`config.mk`:
```
export PLATFORM = sky130hd
export DESIGN_NAME = sinwave_play
export DESIGN_NICKNAME = d
export VERILOG_FILES = /design/src/rtl/wm8731_pkg.sv /design/src/rtl/edge_sync.sv /design/src/rtl/sinwave_play.sv
export SDC_FILE = /design/constraint.sdc
export NUM_CORES = 1
export LEC_CHECK = 0
export ABC_AREA = 0
export BUFFER_PORTS_ARGS = -buffer_cell sky130_fd_sc_hd__buf_2
export CAP_MARGIN = 0
export CORE_UTILIZATION = 50
export CTS_CLUSTER_SIZE = 24
export DETAILED_ROUTE_END_ITERATION = 12
export PLACE_DENSITY = 0.75
export SYNTH_ARGS = -nofsm -noshare
export SYNTH_HDL_FRONTEND = slang
export SYNTH_SLANG_ARGS = --single-unit
```
`constraint.sdc`:
```
create_clock -name clock_50M -period 4.3 [get_ports clock_50M]
set_input_delay 0.645 -clock clock_50M [delete_from_list [all_inputs] [get_ports clock_50M]]
set_output_delay 0.645 -clock clock_50M [all_outputs]
set_load 0.01 [all_outputs]
```
`src/rtl/wm8731_pkg.sv`:
```
// Shared constants for the WM8731 audio path (capture and playback blocks).
package wm8731_pkg;

  localparam int WM_DATA_W   = 16;
  localparam int FRAME_SLOTS = 2;
  localparam int SYNC_DEPTH  = 3;

endpackage

```
`src/rtl/edge_sync.sv`:
```
// Synchroniser for a codec-driven clock into the system domain, with one-cycle
// rise and fall strobes taken from the last two flops of the chain.
module edge_sync
  import wm8731_pkg::*;
(
  input  logic clk,
  input  logic rst_n,
  input  logic async_in,
  output logic rise,
  output logic fall
);

  logic [SYNC_DEPTH-1:0] sync_q;
  logic [SYNC_DEPTH-1:0] sync_d;

  always_comb begin
    sync_d = {sync_q[SYNC_DEPTH-2:0], async_in};
  end

  always_ff @(posedge clk or negedge rst_n) begin
    if (!rst_n) begin
      sync_q <= '0;
    end else begin
      sync_q <= sync_d;
    end
  end

  assign rise = sync_q[SYNC_DEPTH-2] & ~sync_q[SYNC_DEPTH-1];
  assign fall = ~sync_q[SYNC_DEPTH-2] & sync_q[SYNC_DEPTH-1];

endmodule

```
`src/rtl/sinwave_play.sv`:
```
// WM8731 playback serializer: fetches one sample per frame and shifts it out
// MSB-first, left-justified, duplicated on both slots of the frame.
module sinwave_play
  import wm8731_pkg::*;
#(
  parameter int DATA_W = WM_DATA_W,
  parameter int UCNT_W = 8
) (
  input  logic              clock_50M,
  input  logic              reset_n,
  input  logic              bclk,
  input  logic              daclrc,
  input  logic              play_en,
  output logic              wav_rden,
  input  logic [DATA_W-1:0] wav_rd_data,
  input  logic              wav_rd_valid,
  output logic              dacdat,
  output logic              underrun,
  output logic [UCNT_W-1:0] underrun_cnt
);

  localparam int FRAME_W = FRAME_SLOTS * DATA_W;
  localparam int BCNT_W  = $clog2(FRAME_W + 1);
  localparam logic [BCNT_W-1:0] BCNT_MAX = BCNT_W'(FRAME_W);

  logic lrc_rise, lrc_fall_unused;
  logic bclk_fall, bclk_rise_unused;

  edge_sync u_lrc_sync (
    .clk      (clock_50M),
    .rst_n    (reset_n),
    .async_in (daclrc),
    .rise     (lrc_rise),
    .fall     (lrc_fall_unused)
  );

  edge_sync u_bclk_sync (
    .clk      (clock_50M),
    .rst_n    (reset_n),
    .async_in (bclk),
    .rise     (bclk_rise_unused),
    .fall     (bclk_fall)
  );

  logic [DATA_W-1:0]  buf_q, buf_d;
  logic               buf_full_q, buf_full_d;
  logic               pend_q, pend_d;
  logic [FRAME_W-1:0] shreg_q, shreg_d;
  logic [BCNT_W-1:0]  bitcnt_q, bitcnt_d;
  logic               dacdat_q, dacdat_d;
  logic               wav_rden_q, wav_rden_d;
  logic               underrun_q, underrun_d;
  logic [UCNT_W-1:0]  ucnt_q, ucnt_d;
  logic [DATA_W-1:0]  sample;

  always_comb begin
    buf_d      = buf_q;
    buf_full_d = buf_full_q;
    pend_d     = pend_q;
    shreg_d    = shreg_q;
    bitcnt_d   = bitcnt_q;
    dacdat_d   = dacdat_q;
    ucnt_d     = ucnt_q;
    wav_rden_d = 1'b0;
    underrun_d = 1'b0;
    sample     = (play_en && buf_full_q) ? buf_q : '0;

    // A frame start always leaves the buffer empty: it is either consumed or flushed.
    if (lrc_rise) begin
      dacdat_d   = sample[DATA_W-1];
      shreg_d    = {sample, sample} << 1;
      bitcnt_d   = BCNT_W'(1);
      buf_full_d = 1'b0;
      if (play_en && pend_q) begin
        underrun_d = 1'b1;
        if (ucnt_q != '1) begin
          ucnt_d = ucnt_q + 1'b1;
        end
      end
    end else if (bclk_fall) begin
      if (bitcnt_q < BCNT_MAX) begin
        dacdat_d = shreg_q[FRAME_W-1];
        shreg_d  = shreg_q << 1;
        bitcnt_d = bitcnt_q + 1'b1;
      end else begin
        dacdat_d = 1'b0;
      end
    end

    // Late data is still accepted after an underrun; it plays in the next frame.
    if (wav_rd_valid && pend_q) begin
      pend_d = 1'b0;
      if (play_en) begin
        buf_d      = wav_rd_data;
        buf_full_d = 1'b1;
      end
    end

    if (lrc_rise && play_en && !pend_q && !buf_full_d) begin
      wav_rden_d = 1'b1;
      pend_d     = 1'b1;
    end
  end

  always_ff @(posedge clock_50M or negedge reset_n) begin
    if (!reset_n) begin
      buf_q      <= '0;
      buf_full_q <= 1'b0;
      pend_q     <= 1'b0;
      shreg_q    <= '0;
      bitcnt_q   <= '0;
      dacdat_q   <= 1'b0;
      wav_rden_q <= 1'b0;
      underrun_q <= 1'b0;
      ucnt_q     <= '0;
    end else begin
      buf_q      <= buf_d;
      buf_full_q <= buf_full_d;
      pend_q     <= pend_d;
      shreg_q    <= shreg_d;
      bitcnt_q   <= bitcnt_d;
      dacdat_q   <= dacdat_d;
      wav_rden_q <= wav_rden_d;
      underrun_q <= underrun_d;
      ucnt_q     <= ucnt_d;
    end
  end

  assign dacdat       = dacdat_q;
  assign wav_rden     = wav_rden_q;
  assign underrun     = underrun_q;
  assign underrun_cnt = ucnt_q;

endmodule

```
# After elaboration in Yosys (flattened, before gate mapping)
# Index checks and enable logic that the tools add are counted.
word_totals:
  output_inout_bits: 11
  inputBits: 22
  ff_bits: 73
classes:
  mux: 18
  addsub: 2
  bitwise: 4
  eq_ne: 1
  order_cmp: 1
  n_reduce_logical: 14
op_table:
  columns: ["op", "n"]
  rows:
  - ["32-bit two-way mux", 3]
  - ["6-bit two-way mux", 3]
  - ["16-bit two-way mux", 1]
  - ["1-bit two-way mux", 11]
  - ["8-bit by 1-bit adder with 8-bit output, second input constant", 1]
  - ["8-bit inequality test, second input constant", 1]
  - ["6-bit by 1-bit adder with 6-bit output, second input constant", 1]
  - ["1-bit logical AND", 6]
  - ["6-bit less-than comparator, second input constant", 1]
  - ["2-bit nonzero test", 3]
  - ["2-bit AND reduction", 2]
  - ["3-bit AND reduction", 1]
  - ["1-bit bitwise AND", 2]
  - ["1-bit logical NOT", 2]
  - ["1-bit inverter", 2]

# Depth between registers and ports, before layout
depth:
  word_depth: 8
  depth_mapped: 7

# Cells and area by module
# Synthesis repeated with hierarchy kept, for this count alone.
hier_totals:
  hier_cells: 288
  area_unflattened_um2: 3089.2
modules_own_cells:
  columns: ["module", "cells_each", "area_per_inst_um2", "seq_area_each_um2", "instances"]
  rows:
  - ["sinwave_play", 278, 2909.0, 1651.6, 1]
  - ["edge_sync", 5, 90.1, 75.1, 2]

# Worst setup path before layout
# No wires, ideal clock.
synth_path:
  kind: "flip-flop to flip-flop"
  start: "register ucnt_q[0] (netlist: underrun_cnt[0])"
  end: "register ucnt_q[1] (netlist: underrun_cnt[1])"
  t_arrival_ns: 1.417
  setup_slack_ns: 2.758
  setup_ns: 0.125
  stages_incl_launch_ff: 5
  path_buffers: 0
  path_cell_list: "dfrtp_1 ha_1 nand4_1 o21ai_2 mux2_2"
synth_via:
  elab_chain_cells: 2
synth_rtl:
  columns: ["element", "line_no", "source"]
  rows:
  - ["start, declared", "sinwave_play.sv:53", "logic [UCNT_W-1:0] ucnt_q, ucnt_d;"]
  - ["start signal, assigned", "sinwave_play.sv:125", "ucnt_q <= ucnt_d;"]
  - ["branches (longest 2 deep; another with 8-bit by 1-bit adder with 8-bit output)", null, null]
# Parallel ways; which one is timed is not known.
# A chain may end at the register's enable or synchronous reset.

# Worst setup path after layout
layout_path:
  start: "register u_lrc_sync.sync_q[2]"
  end: "register shreg_q[20]"
layout_via:
  elab_chain_cells: 4
layout_rtl:
  columns: ["element", "line_no", "source"]
  rows:
  - ["start, declared", "edge_sync.sv:13", "logic [SYNC_DEPTH-1:0] sync_q;"]
  - ["start signal, assigned", "edge_sync.sv:24", "sync_q <= sync_d;"]
  - ["1-bit inverter *", "edge_sync.sv:28", "assign rise = sync_q[SYNC_DEPTH-2] & ~sync_q[SYNC_DEPTH-1];"]
  - ["1-bit bitwise AND *", "edge_sync.sv:28", null]
  - ["2-bit nonzero test (no line)", null, null]
  - ["2-bit AND reduction (no line)", null, null]
  - ["end signal, assigned", "sinwave_play.sv:120", "shreg_q <= shreg_d;"]
  - ["end, declared", "sinwave_play.sv:48", "logic [FRAME_W-1:0] shreg_q, shreg_d;"]
# Mark *: on every way between the ends. The rest lies on a longest branch, timed or not.

==> results.cfg <==
[placement]
place_area_mm2 = 0.00314
finalWeightedCongestion = 0.793
detailed_place_hpwl_um = 3340
buffer_ports.inserted = 32
dp_worst_setup_slack_ps = 2170
numPlacedInstances = 362

[final_layout]
area_growth_syn_to_layout_pct = 11.9
drive_above_1_share_pct = 23.5
antenna_cells_inserted = 0
fin_cells = 378
count_of_nets_after_finishing = 325
fin_util_pct = 59.3
stdcell_area_mm2 = 0.00332

[synth]
gate_count_post_synth = 271
synth_top_cells_by_area = dfrtp_1 (61%), mux2_2 (7.2%), o21ai_0 (5.2%)
netlist.top_cell.by_area = dfrtp_1
synth_commonest_cells = dfrtp_1 (72), nor2_1 (40), o21ai_0 (31)
synth-adder-area-share_pct = 0.842
synth.yosys.seq_area_share_pct = 60.7
muxShareOfSynthArea_pct = 7.88
yosys.area.top_type_share_pct = 60.7
ys.warnings.count = 0
synth.most_common_cell = dfrtp_1
synth.cell_area_mm2 = 0.00297
synth_enable_flop_cells = 0
postSynthAreaPerCell_um2 = 11.0
yosysUniqueCellTypes = 34
synth_simple_gate_area_share_pct = 12.8
synth-compound-area-share_pct = 12.0
mappedNetlistNets = 295
async_flop_share_pct = 100
synth_xor_area_share_pct = 2.36
dominantRegCellSynth = dfrtp_1
synth_top_family_by_area = simple AND/OR/NAND/NOR gates
postSynthRegisterBits = 72

[cts]
postcts_setup_bufs = 0
post_cts_hold_buffer_count = 0
numCtsBuffers = 9
cts.reportedPaths.clkPinSlew_ps = 70
tritoncts = done
post_cts_resized = 0
tritoncts_num_sinks = 72
clock_tree.root_cell = clkbuf_8
htree_num_levels = 3
clock_tree.buffer_depth = 2
clock_insertion_delay_worst_skew_ps = 340

[floorplanning]
io_pins = 33
die_h_um = 79.1
die_width_um = 79.1
fp-row-count = 27
floorplan.initialDensity_pct = 53.0
coreArea_mm2 = 0.00561
die_footprint_mm2 = 0.00625

[timing]
hold_violations = 0
worst-slew-pin-transition_ps = 990
fin_worst_skew_ps = 4.66
timing.setup.tns_ps = 0
final_clock_period_utilization_by_the_worst_path_pct = 50.9
max_freq_mhz = 457
setup_slack_ps = 2110
report.final.setup_viol = 0
slew_viol_final = 0
relSlewSlack_pct = 34.0
grt_setup_unrepaired = false
worst_hold_slack_ps = 354
finalWorstPathRequiredPeriod_ps = 2190

[power]
fin_total_pwr_mw = 1.56
power-per-cell-area_mw_per_mm2 = 469
power_leakage_nw = 1.55
irDropWorstVdd_mv = 0.196

[routing]
dr.first_iter.drc_count = 115
detail_route.drc_violations = 0
post_drt_wl_per_cell_um = 14.2
detailroute.via_count = 2055
antenna_left = 0
drtPass1Iterations = 4
via_per_inst = 5.44
routed_wl_um = 5360

[grt]
globalRoute.totalOverflow = 0
grt_first_pass_wirelength_um = 9490
grt_max_degree = 38
grt_pass1_vias = 2063
grt.total_usage_pct = 20.1
antenna_found_initial = 0

[setup_path]
worstPathRequired_ps = 4520
cp_data_arrival_time_ps = 2410
setup.worst_path.start_class = flip-flop
worst-setup-path-type = flip-flop to flip-flop
timing.critical_path.to_type = flip-flop
cp_max_fo = 34

[run]
cap_violations = 0

[min_path]
timing.hold.worst.class = flip-flop to flip-flop

[status]
run_status = completed
critical path, cell delays in order (launching register included):
cell and delay (ps):
dfrtp_1 370, nand2b_1 780, nand2_2 580, nor2_1 270
a21oi_1 70
power breakdown:
part / leakage, nW / internal (mW) / total [mW] / switching, mW
Combinational: 0.566 / 0.102 / 0.204 / 0.103
Sequential: 0.887 / 0.789 / 0.859 / 0.0699
Clock: 0.0927 / 0.256 / 0.496 / 0.240
logic make-up (layout without fill, tap and decap cells):
logic type,after synthesis,count (layout)
buffers and inverters,17,52
flip-flops,72,72
AO/OA/AOI/OAI,67,67
AND/OR/NAND/NOR,84,84
adder cells (fa/ha/maj),2,2
XOR/XNOR,8,8
multiplexers,21,21
state kept, by name, summed over array words and instances, names as in the netlist:
name and count:
u_bclk_sync.sync_q 3, wav_rden 1, underrun 1, buf_q 16, buf_full_q 1, pend_q 1, u_lrc_sync.sync_q 3, underrun_cnt 8
dacdat 1, bitcnt_q 6, shreg_q 31
per-layer routing:
layer / global-route usage (%) / vias up / part of all wire, %
li1: - / 994 / -
met3: 4.25 / 7 / 3.3
met1: 25.7 / 1021 / 46
met4: 11.3 / 0 / 1.4
met5: 0 / - / 0
met2: 32.0 / 33 / 49
path summary, 6_finish.rpt:
check | startpoint | endpoint | slack (ps) | cells past startpoint
worst max-delay path | u_lrc_sync.sync_q[2] | shreg_q[20] | 2110 | 4
worst min-delay path | u_bclk_sync.sync_q[0] | u_bclk_sync.sync_q[1] | 350 | 0
worst max register to register | u_lrc_sync.sync_q[2] | shreg_q[20] | 2110 | 4
worst min register to register | u_bclk_sync.sync_q[0] | u_bclk_sync.sync_q[1] | 350 | 0
max in group asynchronous | reset_n | shreg_q[20] | 2960 | 2
min in group asynchronous | reset_n | buf_q[5] | 390 | 1
cell usage in the layout (no fill, tap or decap), types with 2 or more instances in the layout:
cell type	n
nand4_1	4
inv_1	3
ha_1	2
a41oi_1	2
mux2_2	19
a21oi_1	29
nor2_1	40
nor2b_1	2
xor2_1	6
clkbuf_1	2
dfrtp_1	72
o21ai_0	31
xnor2_1	2
clkbuf_8	12
nand2_1	24
and3_1	2
nand3_1	3
mux2i_1	2
buf_2	32
area by class of cell:
class	count	area, um^2
Fill cell	507	2280
Multi-Input combinational cell	182	1070
Sequential cell	72	1800
Clock buffer	14	173
Timing Repair Buffer	33	168
Inverter	3	11.3
Clock inverter	2	12.5
Tap cell	72	90.1
Power figures use the tool's default switching activity.
